[src/rtl/chan_occupancy_detect_if.sv]
// ---------------------------------------------------------------------------
// chan_occupancy_detect_if
//  Groups the three AXI-stream style channels of chan_occupancy_detect:
//   i_*        : averaged bin-power stream in (tdata = power word, tlast = last bin)
//   o_*        : channel record stream out (tdata = {occupied, chan_idx, peak_pwr})
//   i_config_* : configuration strobe (tdata = {threshold, bins_per_chan})
//  master : the side that feeds bins/config and consumes records (upstream/bench)
//  slave  : the detector itself
// ---------------------------------------------------------------------------
interface chan_occupancy_detect_if #(
   parameter int WIDTH    = 32,
   parameter int BPC_LOG2 = 8,
   parameter int CHAN_W   = 8
);
   logic [WIDTH-1:0]          i_tdata;
   logic                      i_tlast;
   logic                      i_tvalid;
   logic                      i_tready;
   logic [CHAN_W+WIDTH:0]     o_tdata;
   logic                      o_tlast;
   logic                      o_tvalid;
   logic                      o_tready;
   logic [WIDTH+BPC_LOG2:0]   i_config_tdata;
   logic                      i_config_tvalid;
   logic                      i_config_tready;

   modport master (
      output i_tdata, i_tlast, i_tvalid,
      input  i_tready,
      input  o_tdata, o_tlast, o_tvalid,
      output o_tready,
      output i_config_tdata, i_config_tvalid,
      input  i_config_tready
   );

   modport slave (
      input  i_tdata, i_tlast, i_tvalid,
      output i_tready,
      output o_tdata, o_tlast, o_tvalid,
      input  o_tready,
      input  i_config_tdata, i_config_tvalid,
      output i_config_tready
   );
endinterface

[src/rtl/chan_occupancy_detect.sv]
// ---------------------------------------------------------------------------
// chan_occupancy_detect
//  Groups consecutive FFT bins of an averaged power packet into channels of
//  bins_per_chan bins, tracks the peak power of each channel and emits one
//  record per channel: {occupied, chan_idx, peak_pwr}, occupied meaning
//  peak_pwr > threshold. The record for the last channel of a packet
//  (possibly a partial channel) carries o_tlast.
// Ports
//  clk, reset_n : clock, synchronous active-low reset
//  bus.i_*      : bin power stream in (one WIDTH-bit word per bin)
//  bus.o_*      : channel record stream out, one output register
//  bus.i_config_*: {threshold, bins_per_chan} strobe, always accepted
// ---------------------------------------------------------------------------
module chan_occupancy_detect #(
   parameter int WIDTH    = 32,
   parameter int BPC_LOG2 = 8,
   parameter int CHAN_W   = 8
) (
   input logic                   clk,
   input logic                   reset_n,
   chan_occupancy_detect_if.slave bus
);
   localparam int BPC_W = BPC_LOG2 + 1;
   localparam int REC_W = 1 + CHAN_W + WIDTH;

   typedef enum logic {
      ST_IDLE  = 1'b0,
      ST_ACCUM = 1'b1
   } state_t;

   state_t             state_q, state_d;
   logic [BPC_W-1:0]   bin_cnt_q, bin_cnt_d;
   logic [CHAN_W-1:0]  chan_idx_q, chan_idx_d;
   logic [WIDTH-1:0]   peak_q, peak_d;
   // staging copies written by the config strobe at any time
   logic [WIDTH-1:0]   threshold_reg_q, threshold_reg_d;
   logic [BPC_W-1:0]   bpc_reg_q, bpc_reg_d;
   // active copies, frozen for the duration of a packet
   logic [WIDTH-1:0]   threshold_q, threshold_d;
   logic [BPC_W-1:0]   bpc_q, bpc_d;
   logic               o_tvalid_q, o_tvalid_d;
   logic               o_tlast_q, o_tlast_d;
   logic [REC_W-1:0]   o_tdata_q, o_tdata_d;

   logic               in_ready;
   logic               accept;
   logic [WIDTH-1:0]   thr_use;
   logic [BPC_W-1:0]   bpc_raw;
   logic [BPC_W-1:0]   bpc_use;
   logic [WIDTH-1:0]   peak_next;
   logic               chan_close;

   assign in_ready            = ~o_tvalid_q | bus.o_tready;
   assign accept              = bus.i_tvalid & in_ready;
   assign bus.i_tready        = in_ready;
   assign bus.i_config_tready = 1'b1;
   assign bus.o_tvalid        = o_tvalid_q;
   assign bus.o_tlast         = o_tlast_q;
   assign bus.o_tdata         = o_tdata_q;

   always_comb begin
      state_d         = state_q;
      bin_cnt_d       = bin_cnt_q;
      chan_idx_d      = chan_idx_q;
      peak_d          = peak_q;
      threshold_reg_d = threshold_reg_q;
      bpc_reg_d       = bpc_reg_q;
      threshold_d     = threshold_q;
      bpc_d           = bpc_q;
      o_tvalid_d      = o_tvalid_q & ~bus.o_tready;
      o_tlast_d       = o_tlast_q;
      o_tdata_d       = o_tdata_q;

      if (bus.i_config_tvalid) begin
         threshold_reg_d = bus.i_config_tdata[WIDTH+BPC_LOG2:BPC_W];
         bpc_reg_d       = bus.i_config_tdata[BPC_LOG2:0];
      end

      // In IDLE the first beat uses the staging value including a strobe
      // arriving in the same cycle; afterwards only the frozen copy counts.
      if (state_q == ST_IDLE) begin
         thr_use = threshold_reg_d;
         bpc_raw = bpc_reg_d;
      end else begin
         thr_use = threshold_q;
         bpc_raw = bpc_q;
      end
      bpc_use = (bpc_raw == '0) ? BPC_W'(1) : bpc_raw;

      peak_next = peak_q;
      if (bin_cnt_q == '0 || bus.i_tdata > peak_q) begin
         peak_next = bus.i_tdata;
      end
      chan_close = (bin_cnt_q == bpc_use - 1'b1) | bus.i_tlast;

      if (accept) begin
         case (state_q)
            ST_IDLE: begin
               threshold_d = thr_use;
               bpc_d       = bpc_use;
               state_d     = bus.i_tlast ? ST_IDLE : ST_ACCUM;
            end
            default: begin
               if (bus.i_tlast) begin
                  state_d = ST_IDLE;
               end
            end
         endcase

         if (chan_close) begin
            o_tvalid_d = 1'b1;
            o_tlast_d  = bus.i_tlast;
            o_tdata_d  = {peak_next > thr_use, chan_idx_q, peak_next};
            bin_cnt_d  = '0;
            chan_idx_d = bus.i_tlast ? '0 : chan_idx_q + 1'b1;
         end else begin
            bin_cnt_d  = bin_cnt_q + 1'b1;
            peak_d     = peak_next;
         end
      end
   end

   always_ff @(posedge clk) begin
      if (!reset_n) begin
         state_q         <= ST_IDLE;
         bin_cnt_q       <= '0;
         chan_idx_q      <= '0;
         peak_q          <= '0;
         threshold_reg_q <= '0;
         bpc_reg_q       <= BPC_W'(1);
         threshold_q     <= '0;
         bpc_q           <= BPC_W'(1);
         o_tvalid_q      <= 1'b0;
         o_tlast_q       <= 1'b0;
         o_tdata_q       <= '0;
      end else begin
         state_q         <= state_d;
         bin_cnt_q       <= bin_cnt_d;
         chan_idx_q      <= chan_idx_d;
         peak_q          <= peak_d;
         threshold_reg_q <= threshold_reg_d;
         bpc_reg_q       <= bpc_reg_d;
         threshold_q     <= threshold_d;
         bpc_q           <= bpc_d;
         o_tvalid_q      <= o_tvalid_d;
         o_tlast_q       <= o_tlast_d;
         o_tdata_q       <= o_tdata_d;
      end
   end
endmodule

[src/flat_wrapper.sv]
// flat-port wrapper written by rule: the top's interface ports become plain ports
module chan_occupancy_detect_flat 
#(
   parameter int WIDTH    = 32,
   parameter int BPC_LOG2 = 8,
   parameter int CHAN_W   = 8
)
  (clk, reset_n, bus_i_tdata, bus_i_tlast, bus_i_tvalid, bus_i_tready, bus_o_tdata, bus_o_tlast, bus_o_tvalid, bus_o_tready, bus_i_config_tdata, bus_i_config_tvalid, bus_i_config_tready);
  chan_occupancy_detect_if #(.WIDTH(WIDTH), .BPC_LOG2(BPC_LOG2), .CHAN_W(CHAN_W)) bus_i ();
  input logic clk;
  input logic reset_n;
  input wire logic [$bits(bus_i.i_tdata)-1:0] bus_i_tdata;
  input wire logic [$bits(bus_i.i_tlast)-1:0] bus_i_tlast;
  input wire logic [$bits(bus_i.i_tvalid)-1:0] bus_i_tvalid;
  output wire logic [$bits(bus_i.i_tready)-1:0] bus_i_tready;
  output wire logic [$bits(bus_i.o_tdata)-1:0] bus_o_tdata;
  output wire logic [$bits(bus_i.o_tlast)-1:0] bus_o_tlast;
  output wire logic [$bits(bus_i.o_tvalid)-1:0] bus_o_tvalid;
  input wire logic [$bits(bus_i.o_tready)-1:0] bus_o_tready;
  input wire logic [$bits(bus_i.i_config_tdata)-1:0] bus_i_config_tdata;
  input wire logic [$bits(bus_i.i_config_tvalid)-1:0] bus_i_config_tvalid;
  output wire logic [$bits(bus_i.i_config_tready)-1:0] bus_i_config_tready;
  assign bus_i.i_tdata = bus_i_tdata;
  assign bus_i.i_tlast = bus_i_tlast;
  assign bus_i.i_tvalid = bus_i_tvalid;
  assign bus_i_tready = bus_i.i_tready;
  assign bus_o_tdata = bus_i.o_tdata;
  assign bus_o_tlast = bus_i.o_tlast;
  assign bus_o_tvalid = bus_i.o_tvalid;
  assign bus_i.o_tready = bus_o_tready;
  assign bus_i.i_config_tdata = bus_i_config_tdata;
  assign bus_i.i_config_tvalid = bus_i_config_tvalid;
  assign bus_i_config_tready = bus_i.i_config_tready;
  chan_occupancy_detect #(.WIDTH(WIDTH), .BPC_LOG2(BPC_LOG2), .CHAN_W(CHAN_W)) u_core (.clk(clk), .reset_n(reset_n), .bus(bus_i));
endmodule
[config.mk]
export PLATFORM = sky130hd
export DESIGN_NAME = chan_occupancy_detect_flat
export DESIGN_NICKNAME = d
export VERILOG_FILES = /design/src/rtl/chan_occupancy_detect_if.sv /design/src/rtl/chan_occupancy_detect.sv /design/src/flat_wrapper.sv
export SDC_FILE = /design/constraint.sdc
export NUM_CORES = 1
export LEC_CHECK = 0
export ABC_AREA = 1
export BUFFER_PORTS_ARGS = -buffer_cell sky130_fd_sc_hd__buf_2
export CAP_MARGIN = 25
export CELL_PAD_IN_SITES_DETAIL_PLACEMENT = 1
export CELL_PAD_IN_SITES_GLOBAL_PLACEMENT = 2
export CORE_UTILIZATION = 33
export CTS_CLUSTER_SIZE = 40
export DETAILED_ROUTE_END_ITERATION = 16
export HOLD_SLACK_MARGIN = 0.06
export MAX_ROUTING_LAYER = met4
export PLACE_DENSITY = 0.91
export SYNTH_ARGS = -nofsm -noshare
export SYNTH_HDL_FRONTEND = slang
export SYNTH_SLANG_ARGS = --single-unit
export TNS_END_PERCENT = 50
[constraint.sdc]
create_clock -name clk -period 4.1 [get_ports clk]
set_input_delay 0.82 -clock clk [delete_from_list [all_inputs] [get_ports clk]]
set_output_delay 0.82 -clock clk [all_outputs]
set_load 0.01 [all_outputs]
==> results of run 1 <==
sequential cells by signal, indices dropped and copies added, names as in the netlist:
name	count
u_core.peak_q	32
u_core.chan_idx_q	8
u_core.bus.o_tvalid	1
u_core.bus.o_tdata	41
u_core.state_q	1
u_core.threshold_reg_q	32
u_core.bpc_reg_q	9
u_core.threshold_q	32
u_core.bin_cnt_q	9
u_core.bpc_q	9
u_core.bus.o_tlast	1
metrics by stage:
stage                     hold slack, ps   util  instance area, um^2  instances  power (mW)
after floorplan                      424      -                 9310       1330        2.44
after global placement               441  0.379                10500       1817        2.74
after detailed placement             454  0.379                10500       1817        2.77
after CTS                            467  0.401                11200       1849        4.51
after global routing                 482  0.401                11200       1849        4.69
final                                463  0.401                11200       1849        4.46
area by class of cell:
cell class | count | area (um^2)
clock buffer | 17 | 425
multi-input combinational | 977 | 5090
fill | 3619 | 16600
inverter | 116 | 435
tap | 378 | 473
sequential | 175 | 3500
clock inverter | 15 | 194
timing repair buffer | 171 | 1030
layer usage:
layer  global-route usage  wire (um)  vias to the layer above
met5                    -          0                        -
met4               0.0529        437                        0
met3               0.0284        785                       28
met2                0.374      14600                      144
met1                0.247      12900                     4263
li1                     -          -                     4540
cell families after synthesis:
| group | Yosys count | synth area share |
|---|---|---|
| DFF | 175 | 0.376 |
| other | 1 | 0.000403 |
| buffers and inverters | 178 | 0.0770 |
| and+or+nand+nor | 676 | 0.304 |
| xor gates and xnor gates | 9 | 0.00847 |
| muxes | 32 | 0.0344 |
| adders and majority gates | 68 | 0.0914 |
| AOI/OAI and AO/OA | 191 | 0.108 |
final timing paths:
kind                startpoint                     end
min            u_core.bpc_q[7]         u_core.bpc_q[7]
max reg2reg  u_core.peak_q[31]  u_core.bus.o_tdata[40]
min reg2reg    u_core.bpc_q[7]         u_core.bpc_q[7]
max            bus_i_tdata[31]  u_core.bus.o_tdata[40]
worst min-delay path: cells and delay by family, from the launching register on:
family          cells  cell delay [ps]
compound gates      1               60
simple gates        1               50
flops               1              310
power by group:
part	leakage (nW)	switching (mW)	internal, mW
logic	3.67	0.555	0.326
clock network	0.299	0.796	0.934
registers	1.44	0.0442	1.80
synthesized netlist by cell type (7+ instances only):
cell type	n
nand2_1	393
dfxtp_1	175
nor2_1	145
inv_1	108
o21ai_0	86
a21oi_1	84
nand3_1	81
ha_1	68
clkbuf_1	35
mux2i_1	32
buf_2	12
nor2_2	12
buf_1	9
nand4_1	9
nor3_1	8
inv_2	7
xor2_1	7
==> metrics.csv, run 1 <==
stage;metric;value;unit
drt;routed_wl;28700;um
grt;grt_pass1_vias;9060;
grt;antenna_found_initial;0;
timing;min_period_over_period;0.916;
placed_design;io_buffer_count;122;
timing;worst_slew_pin_slew;716;ps
die;num_rows;61;
logic_synthesis;post_synth_num_cell_types;44;
min_path;hold_depth;2;
clock_network;htree_levels;4;
logic_synthesis;synthArstFlopShare;0;
critical_path;cp_num_buf_inv;2;
grt;grt_max_degree;83;
pwr;p_leak;5.40;nW
clock_network;cts_buffer_depth;2;
timing;skew;15.2;ps
die;start_util;0.335;
die;core_area;0.0278;mm^2
timing;drv_slew;0;
clock_network;postCtsSetupBuffers;0;
drt;drtIter0Drc;376;
timing;timing.fmax;0.266;GHz
status;status;finished clean;
critical_path;startpoint_type;input pin;
layout;nets;1605;
critical_path;regToRegSetupSlack;440;ps
placed_design;dp_hpwl;21100;um
logic_synthesis;ys_seq_area_frac;0.376;
pwr;ir_drop;0.000240;V
logic_synthesis;synth_warnings;0;
critical_path;slowest_delay;320;ps
drt;vias;8975;
timing;hold_viol_final;0;
clock_network;cts.clk_slew.worst_paths;80;ps
clock_network;clock_latency;440;ps
layout;final_common_cell;nand2_1;
layout;drive_gt1_frac;0.161;
timing;finalSetupViolCount;0;
clock_network;clock-sinks;175;
logic_synthesis;synth_edf_count;0;
logic_synthesis;synth_seq_cells;175;
logic_synthesis;yosysTopAreaCell;dfxtp_1;
logic_synthesis;synth.area.top_cells;dfxtp_1 38%, nand2_1 16%, ha_1 9.1%, nor2_1 5.8%, o21ai_0 4.6%;
timing;fin_setup_tns;0;ps
logic_synthesis;netlist_instances;1330;
logic_synthesis;yosysTopAreaCellShare;0.376;
timing;period_needed;3750;ps
critical_path;crit_top_cell;nand2_1;
critical_path;crit_cells;22;
timing;rsz0062_at_grt;no;
critical_path;critPathKind;input pin to register;
drt;route.antenna.remaining_nets;0;
pwr;p_per_area;400;mW/mm^2
layout;syn_to_final_growth;19.8;%
critical_path;rr_worst_depth;22;
logic_synthesis;syn_nets;1477;
critical_path;arrival;4100;ps
clock_network;cts_resized;0;
logic_synthesis;avgSynthCellArea;7.00;um^2
drt;drt_pass1_iterations;5;
flow_run;cap_violations;0;
critical_path;crit_path_cell_trace;buf_2 -> ha_1 -> nand2_1 -> nor2_1 -> nand2_1 -> nor4_1 -> nand2_1 -> nand2_1 -> nand2_1 -> nand2_2 -> buf_4 -> nand2_1 -> o21ai_0 -> ha_1 -> a21oi_1 -> nor2_1 -> a211oi_1 -> o221ai_1 -> a21oi_1 -> a21oi_1 -> nor2_1 -> nor2_1;
grt;grt_pass1_wl;45900;um
drt;wl_per_cell;15.5;um
critical_path;path_max_fanout;24;
logic_synthesis;ys.flop_type;dfxtp_1;
layout;mostFrequentLayoutCells;392 x nand2_1, 175 x dfxtp_1, 144 x nor2_1, 122 x buf_2, 108 x inv_1;
min_path;hold_class;register to register;
die;die-area;0.0289;mm^2
die;die_w;170;um
clock_network;cts_buffers;17;
placed_design;gp_congestion;0.873;
timing;maxSlewHeadroom;0.522;
placed_design;pre_cts_slack;-115;ps
clock_network;root_buffer;clkbuf_16;
critical_path;worstPathRequired;4440;ps
layout;antenna_cells;0;
critical_path;end_kind;register;
clock_network;cts_tree;done;
grt;grt_util_all_layers;0.210;
grt;gr-total-overflow;0;
critical_path;critPathTopFamily;simple AND/OR/NAND/NOR gates;
logic_synthesis;netlist_area;0.00931;mm^2
die;pin_count;124;
critical_path;slowest_stage;nor4_1;
die;die_h;170;um
drt;drc;0;
drt;viasPerCell;4.85;
timing;timing.final.ws_setup;346;ps
clock_network;hold_buffers;0;
Power figures use the tool's default switching activity.
==> run 2, diff against run 1 <==
--- a/config.mk
+++ b/config.mk
@@ -6,14 +6,14 @@
 export NUM_CORES = 1
 export LEC_CHECK = 0
 export ABC_AREA = 1
-export BUFFER_PORTS_ARGS = -buffer_cell sky130_fd_sc_hd__buf_2
+export BUFFER_PORTS_ARGS = -buffer_cell sky130_fd_sc_hd__buf_4
 export CAP_MARGIN = 25
 export CELL_PAD_IN_SITES_DETAIL_PLACEMENT = 1
 export CELL_PAD_IN_SITES_GLOBAL_PLACEMENT = 2
 export CORE_UTILIZATION = 33
 export CTS_CLUSTER_SIZE = 40
 export DETAILED_ROUTE_END_ITERATION = 16
-export HOLD_SLACK_MARGIN = 0.06
+export HOLD_SLACK_MARGIN = 0.08
 export MAX_ROUTING_LAYER = met4
 export PLACE_DENSITY = 0.91
 export SYNTH_ARGS = -nofsm -noshare
==> metrics.csv, run 2 (synthesis gave the netlist of run 1 again) <==
stage;metric;value;unit
status;status;finished clean;
critical_path;crit_top_cell;nand2_1;
drt;drtIter0Drc;440;
layout;final_common_cell;nand2_1;
clock_network;cts.clk_slew.worst_paths;80;ps
die;die_h;170;um
layout;antenna_cells;0;
drt;route.antenna.remaining_nets;0;
drt;drc;0;
critical_path;startpoint_type;input pin;
timing;min_period_over_period;0.899;
timing;worst_hold_slack;465;ps
timing;maxSlewHeadroom;0.295;
critical_path;end_kind;register;
timing;period_needed;3690;ps
pwr;p_per_area;387;mW/mm^2
drt;wl_per_cell;15.6;um
drt;viasPerCell;4.81;
layout;largest_reg_flops;41;
clock_network;htree_levels;4;
die;die-area;0.0289;mm^2
clock_network;postCtsSetupBuffers;0;
timing;hold_viol_final;0;
critical_path;crit_path_cell_trace;buf_4 -> ha_1 -> nand2_1 -> inv_1 -> nand3_1 -> nor4_1 -> nand4_1 -> nand2_1 -> nand2_2 -> buf_4 -> nand2_1 -> o21ai_0 -> ha_1 -> nand4_1 -> nor3_1 -> and3_1 -> and3_1 -> a21oi_1 -> nor2_1 -> nor2_1;
grt;grt_max_degree;83;
min_path;hold_class;register to register;
critical_path;slowest_stage;nor3_1;
clock_network;cts_buffer_depth;2;
timing;worst_slew_pin_slew;1060;ps
placed_design;pre_cts_slack;-189;ps
layout;multi_input_area;0.00509;mm^2
timing;timing.final.ws_setup;412;ps
die;pin_count;124;
critical_path;rr_worst_depth;20;
grt;grt_pass1_vias;8994;
critical_path;cp-endpoint;u_core.bus.o_tdata[40];
pwr;p_leak;5.45;nW
critical_path;worstPathRequired;4440;ps
critical_path;crit_start;bus_i_tdata[23];
layout;syn_to_final_growth;22.4;%
layout;fill_cells;3578;
critical_path;reg2reg_to;u_core.bus.o_tdata[40];
clock_network;root_buffer;clkbuf_16;
timing;timing.fmax;0.271;GHz
layout;nets;1603;
critical_path;critPathKind;input pin to register;
clock_network;cts_resized;0;
grt;grt_pass1_wl;46400;um
grt;gr-total-overflow;0;
clock_network;cts_tree;done;
grt;grt_use_met1;0.255;
drt;vias;8887;
timing;rsz0062_at_grt;no;
timing;skew;11.9;ps
placed_design;gp_congestion;0.821;
drt;routed_wl;28800;um
clock_network;cts_buffers;17;
clock_network;clock_latency;450;ps
grt;grt_util_all_layers;0.212;
clock_network;clock-sinks;175;
die;num_rows;61;
layout;mostFrequentLayoutCells;392 x nand2_1, 175 x dfxtp_1, 167 x buf_4, 144 x nor2_1, 108 x inv_1;
critical_path;path_max_fanout;7;
die;start_util;0.335;
grt;grt_busiest_layer;met2;
timing;finalSetupViolCount;0;
die;core_area;0.0278;mm^2
timing;drv_slew;0;
placed_design;dp_hpwl;20800;um
layout;utilization;0.410;
grt;grtUsageMet3;0.0267;
critical_path;arrival;4030;ps
placed_design;io_buffer_count;122;
layout;seqCellArea;0.00350;mm^2
grt;grt.met2_usage;0.374;
drt;drt_pass1_iterations;4;
flow_run;cap_violations;0;
die;die_w;170;um
critical_path;slowest_delay;370;ps
min_path;hold_depth;2;
pwr;ir_drop;0.000247;V
placed_design;place_area;0.0108;mm^2
timing;fin_setup_tns;0;ps
layout;fin_area;0.0114;mm^2
critical_path;timing.rr.start;u_core.peak_q[23];
layout;drive_gt1_frac;0.160;
grt;antenna_found_initial;0;
critical_path;regToRegSetupSlack;510;ps
clock_network;hold_buffers;0;
==> run 2: cell count changes in the layout (fill, tap and decap cells not counted), sizes merged <==
| cell | delta |
|---|---|
| buf | -2 |
| bufinv | -2 |
| clkinv | +5 |
| clkinvlp | -1 |
| inv | -2 |
==> run 2: power by group <==
part / total (mW) / internal (mW) / switching, mW
combinational: 0.913 / 0.359 / 0.554
sequential: 1.85 / 1.80 / 0.0459
clock: 1.66 / 0.823 / 0.833
total: 4.41 / 2.98 / 1.43
==> run 2: worst min path at each step <==
stage,startpoint,end,slack [ps]
6_report,u_core.bpc_q[8],u_core.bpc_q[8],460
5_1_grt,u_core.peak_q[19],u_core.peak_q[19],480
3_3_place_gp,u_core.bpc_reg_q[0],u_core.bpc_reg_q[0],440
2_1_floorplan,u_core.bpc_reg_q[0],u_core.bpc_reg_q[0],420
4_1_cts,u_core.bpc_reg_q[0],u_core.bpc_reg_q[0],460
3_5_place_dp,u_core.bpc_reg_q[0],u_core.bpc_reg_q[0],450
==> run 2: final cells by class <==
type	instances	area share
Multi-Input combinational cell	977	0.447
Sequential cell	175	0.307
Timing Repair Buffer	169	0.114
Tap cell	378	0.0415
Inverter	116	0.0383
Clock buffer	17	0.0373
Clock inverter	15	0.0149
==> run 2: critical path: cells and delay by family <==
kind / cells / cell delay (ps)
fa+ha+maj: 2 / 650
compound gates: 2 / 210
buf+inv: 3 / 370
simple gates: 13 / 1980
==> run 2: metal layers <==
layer  share of wire  wire, um
met1            0.46     13200
met2            0.50     14500
met3           0.025       711
met4           0.011       330
met5               0         0
==> run 2: through the flow <==
step           total power, mW  std cells
2_1_floorplan             2.44       1330
3_3_place_gp              2.78       1815
3_5_place_dp              2.80       1815
4_1_cts                   4.47       1847
5_1_grt                   4.66       1847
6_report                  4.41       1847
==> run 3, diff against run 2 <==
==> constraint.sdc (replaced) <==
create_clock -name clk -period 4.1 [get_ports clk]
set_input_delay 0.615 -clock clk [delete_from_list [all_inputs] [get_ports clk]]
set_output_delay 0.615 -clock clk [all_outputs]
set_load 0.01 [all_outputs]
==> metrics.csv, run 3 (synthesis gave the netlist of run 1 again) <==
stage;metric;value;unit
timing;timing.fmax;0.279;GHz
timing;rsz0062_at_grt;no;
timing;hold_viol_final;0;
drt;route.antenna.remaining_nets;0;
critical_path;crit_top_cell;nand2_1;
critical_path;end_kind;register;
drt;wl_met2;14700;um
critical_path;cp_num_buf_inv;2;
timing;fin_setup_tns;0;ps
clock_network;root_buffer;clkbuf_16;
layout;fin_area;0.0113;mm^2
clock_network;cts_buffer_depth;2;
clock_network;htree_levels;4;
flow_run;cap_violations;0;
layout;mostFrequentLayoutCells;392 x nand2_1, 175 x dfxtp_1, 148 x buf_4, 144 x nor2_1, 108 x inv_1;
drt;drtIter0Drc;444;
clock_network;cts.clk_slew.worst_paths;70;ps
critical_path;arrival;3920;ps
timing;worst_slew_pin_slew;979;ps
drt;vias;8941;
critical_path;worstPathRequired;4440;ps
critical_path;critPathKind;register to register;
critical_path;critPathTopFamily;simple AND/OR/NAND/NOR gates;
drt;met3_length;729;um
critical_path;timing.rr.start;u_core.peak_q[31];
critical_path;startpoint_type;register;
timing;min_period_over_period;0.874;
layout;antenna_cells;0;
die;num_rows;61;
layout;final_cells;1829;
layout;drive_gt1_frac;0.148;
min_path;hold_start;bus_i_config_tdata[0];
timing;maxSlewHeadroom;0.347;
timing;period_needed;3580;ps
pwr;p_per_area;395;mW/mm^2
clock_network;clock_latency;450;ps
clock_network;cts_buffers;17;
timing;skew;21.7;ps
critical_path;slowest_stage;o21ai_0;
grt;antenna_found_initial;0;
die;die_w;170;um
layout;nets;1585;
drt;highest_layer;met4;
die;die-area;0.0289;mm^2
grt;grt_util_all_layers;0.215;
drt;drt_pass1_iterations;5;
pwr;p_leak;5.37;nW
drt;wirelength_met1;13100;um
status;status;finished clean;
grt;grt_pass1_wl;47100;um
grt;grt_pass1_vias;9281;
critical_path;path_max_fanout;36;
placed_design;place_area;0.0107;mm^2
drt;wl_per_cell;15.8;um
die;die_h;170;um
timing;drv_slew;0;
critical_path;slowest_delay;370;ps
pwr;ir_drop;0.000228;V
placed_design;gp_congestion;0.866;
placed_design;dp_hpwl;21000;um
drt;viasPerCell;4.89;
drt;routed_wl;28800;um
layout;syn_to_final_growth;21.2;%
timing;worst_hold_slack;420;ps
grt;gr-total-overflow;0;
die;pin_count;124;
clock_network;clock-sinks;175;
timing;finalSetupViolCount;0;
grt;grt_max_degree;74;
placed_design;io_buffer_count;122;
drt;drc;0;
clock_network;cts_tree;done;
critical_path;crit_start;u_core.peak_q[31];
die;core_area;0.0278;mm^2
layout;final_common_cell;nand2_1;
layout;largest_reg_flops;41;
min_path;hold_class;input pin to register;
critical_path;crit_path_cell_trace;inv_1 -> ha_1 -> nand2_1 -> nor2_1 -> nand2_1 -> nor4_1 -> nand4_1 -> nand2_1 -> nand2_2 -> buf_12 -> o21ai_0 -> ha_1 -> a21o_1 -> a31oi_1 -> nand2_1 -> o21ai_0 -> a21oi_1 -> nor2_1 -> nor2_1;
placed_design;dp.cells;1797;
die;start_util;0.335;
-- run 3: cell types whose count changed in the layout (fill, tap and decap cells not counted) --
cell	change
buf_12	+1
buf_4	-19
bufinv_16	+2
clkbuf_1	+2
clkinv_4	-3
clkinv_8	-2
inv_12	-1
inv_6	+4
inv_8	-2
o21ai_0	-5
o21ai_1	+5
-- run 3: final timing paths --
| path | endpoint | slack, ps | cells after the start |
|---|---|---|---|
| min | u_core.bpc_reg_q[0] | 420 | 3 |
| min reg2reg | u_core.bpc_q[4] | 460 | 2 |
| max | u_core.bus.o_tdata[40] | 520 | 19 |
| max reg2reg | u_core.bus.o_tdata[40] | 520 | 19 |
-- run 3: layout make-up --
cell class | instances | area [um^2]
multi-input cells | 977 | 5090
clock buffers | 19 | 433
repair buffers | 151 | 1170
clock inverters | 13 | 168
inverters | 116 | 437
flip-flops and latches | 175 | 3500
well taps | 378 | 473
fillers | 3581 | 16500
-- run 3: stage by stage --
step	utilization	setup WS (ps)	total power, mW
after floorplan	-	709	2.44
after global placement	0.384	185	2.76
after detailed placement	0.384	109	2.79
after CTS	0.406	444	4.51
after global routing	0.406	28.1	4.70
final	0.406	518	4.46
-- run 3: worst register-to-register path, stage by stage, from the launching register on --
cell	delay, ps
dfxtp_1	330
inv_1	60
ha_1	290
nand2_1	80
nor2_1	170
nand2_1	120
nor4_1	290
nand4_1	140
nand2_1	130
nand2_2	90
buf_12	180
o21ai_0	380
ha_1	320
a21o_1	180
a31oi_1	220
nand2_1	80
o21ai_0	170
a21oi_1	90
nor2_1	110
nor2_1	50
-- run 3: timing repair --
action,CTS,global route
endpoints found under the setup margin,0,1
buffers inserted,0,0
resized for setup,0,6
hold buffers,0,0
-- run 3: power breakdown --
group / internal [mW] / switching [mW] / leakage [nW]
combinational: 0.345 / 0.555 / 3.64
sequential: 1.80 / 0.0451 / 1.44
clock: 0.926 / 0.789 / 0.291
total: 3.07 / 1.39 / 5.37
-- run 3: routing by layer --
metal  vias to the layer above  track usage
li1                       4496            -
met2                       124        0.387
met5                         -            -
met3                        21       0.0288
met4                         0       0.0462
met1                      4300        0.253
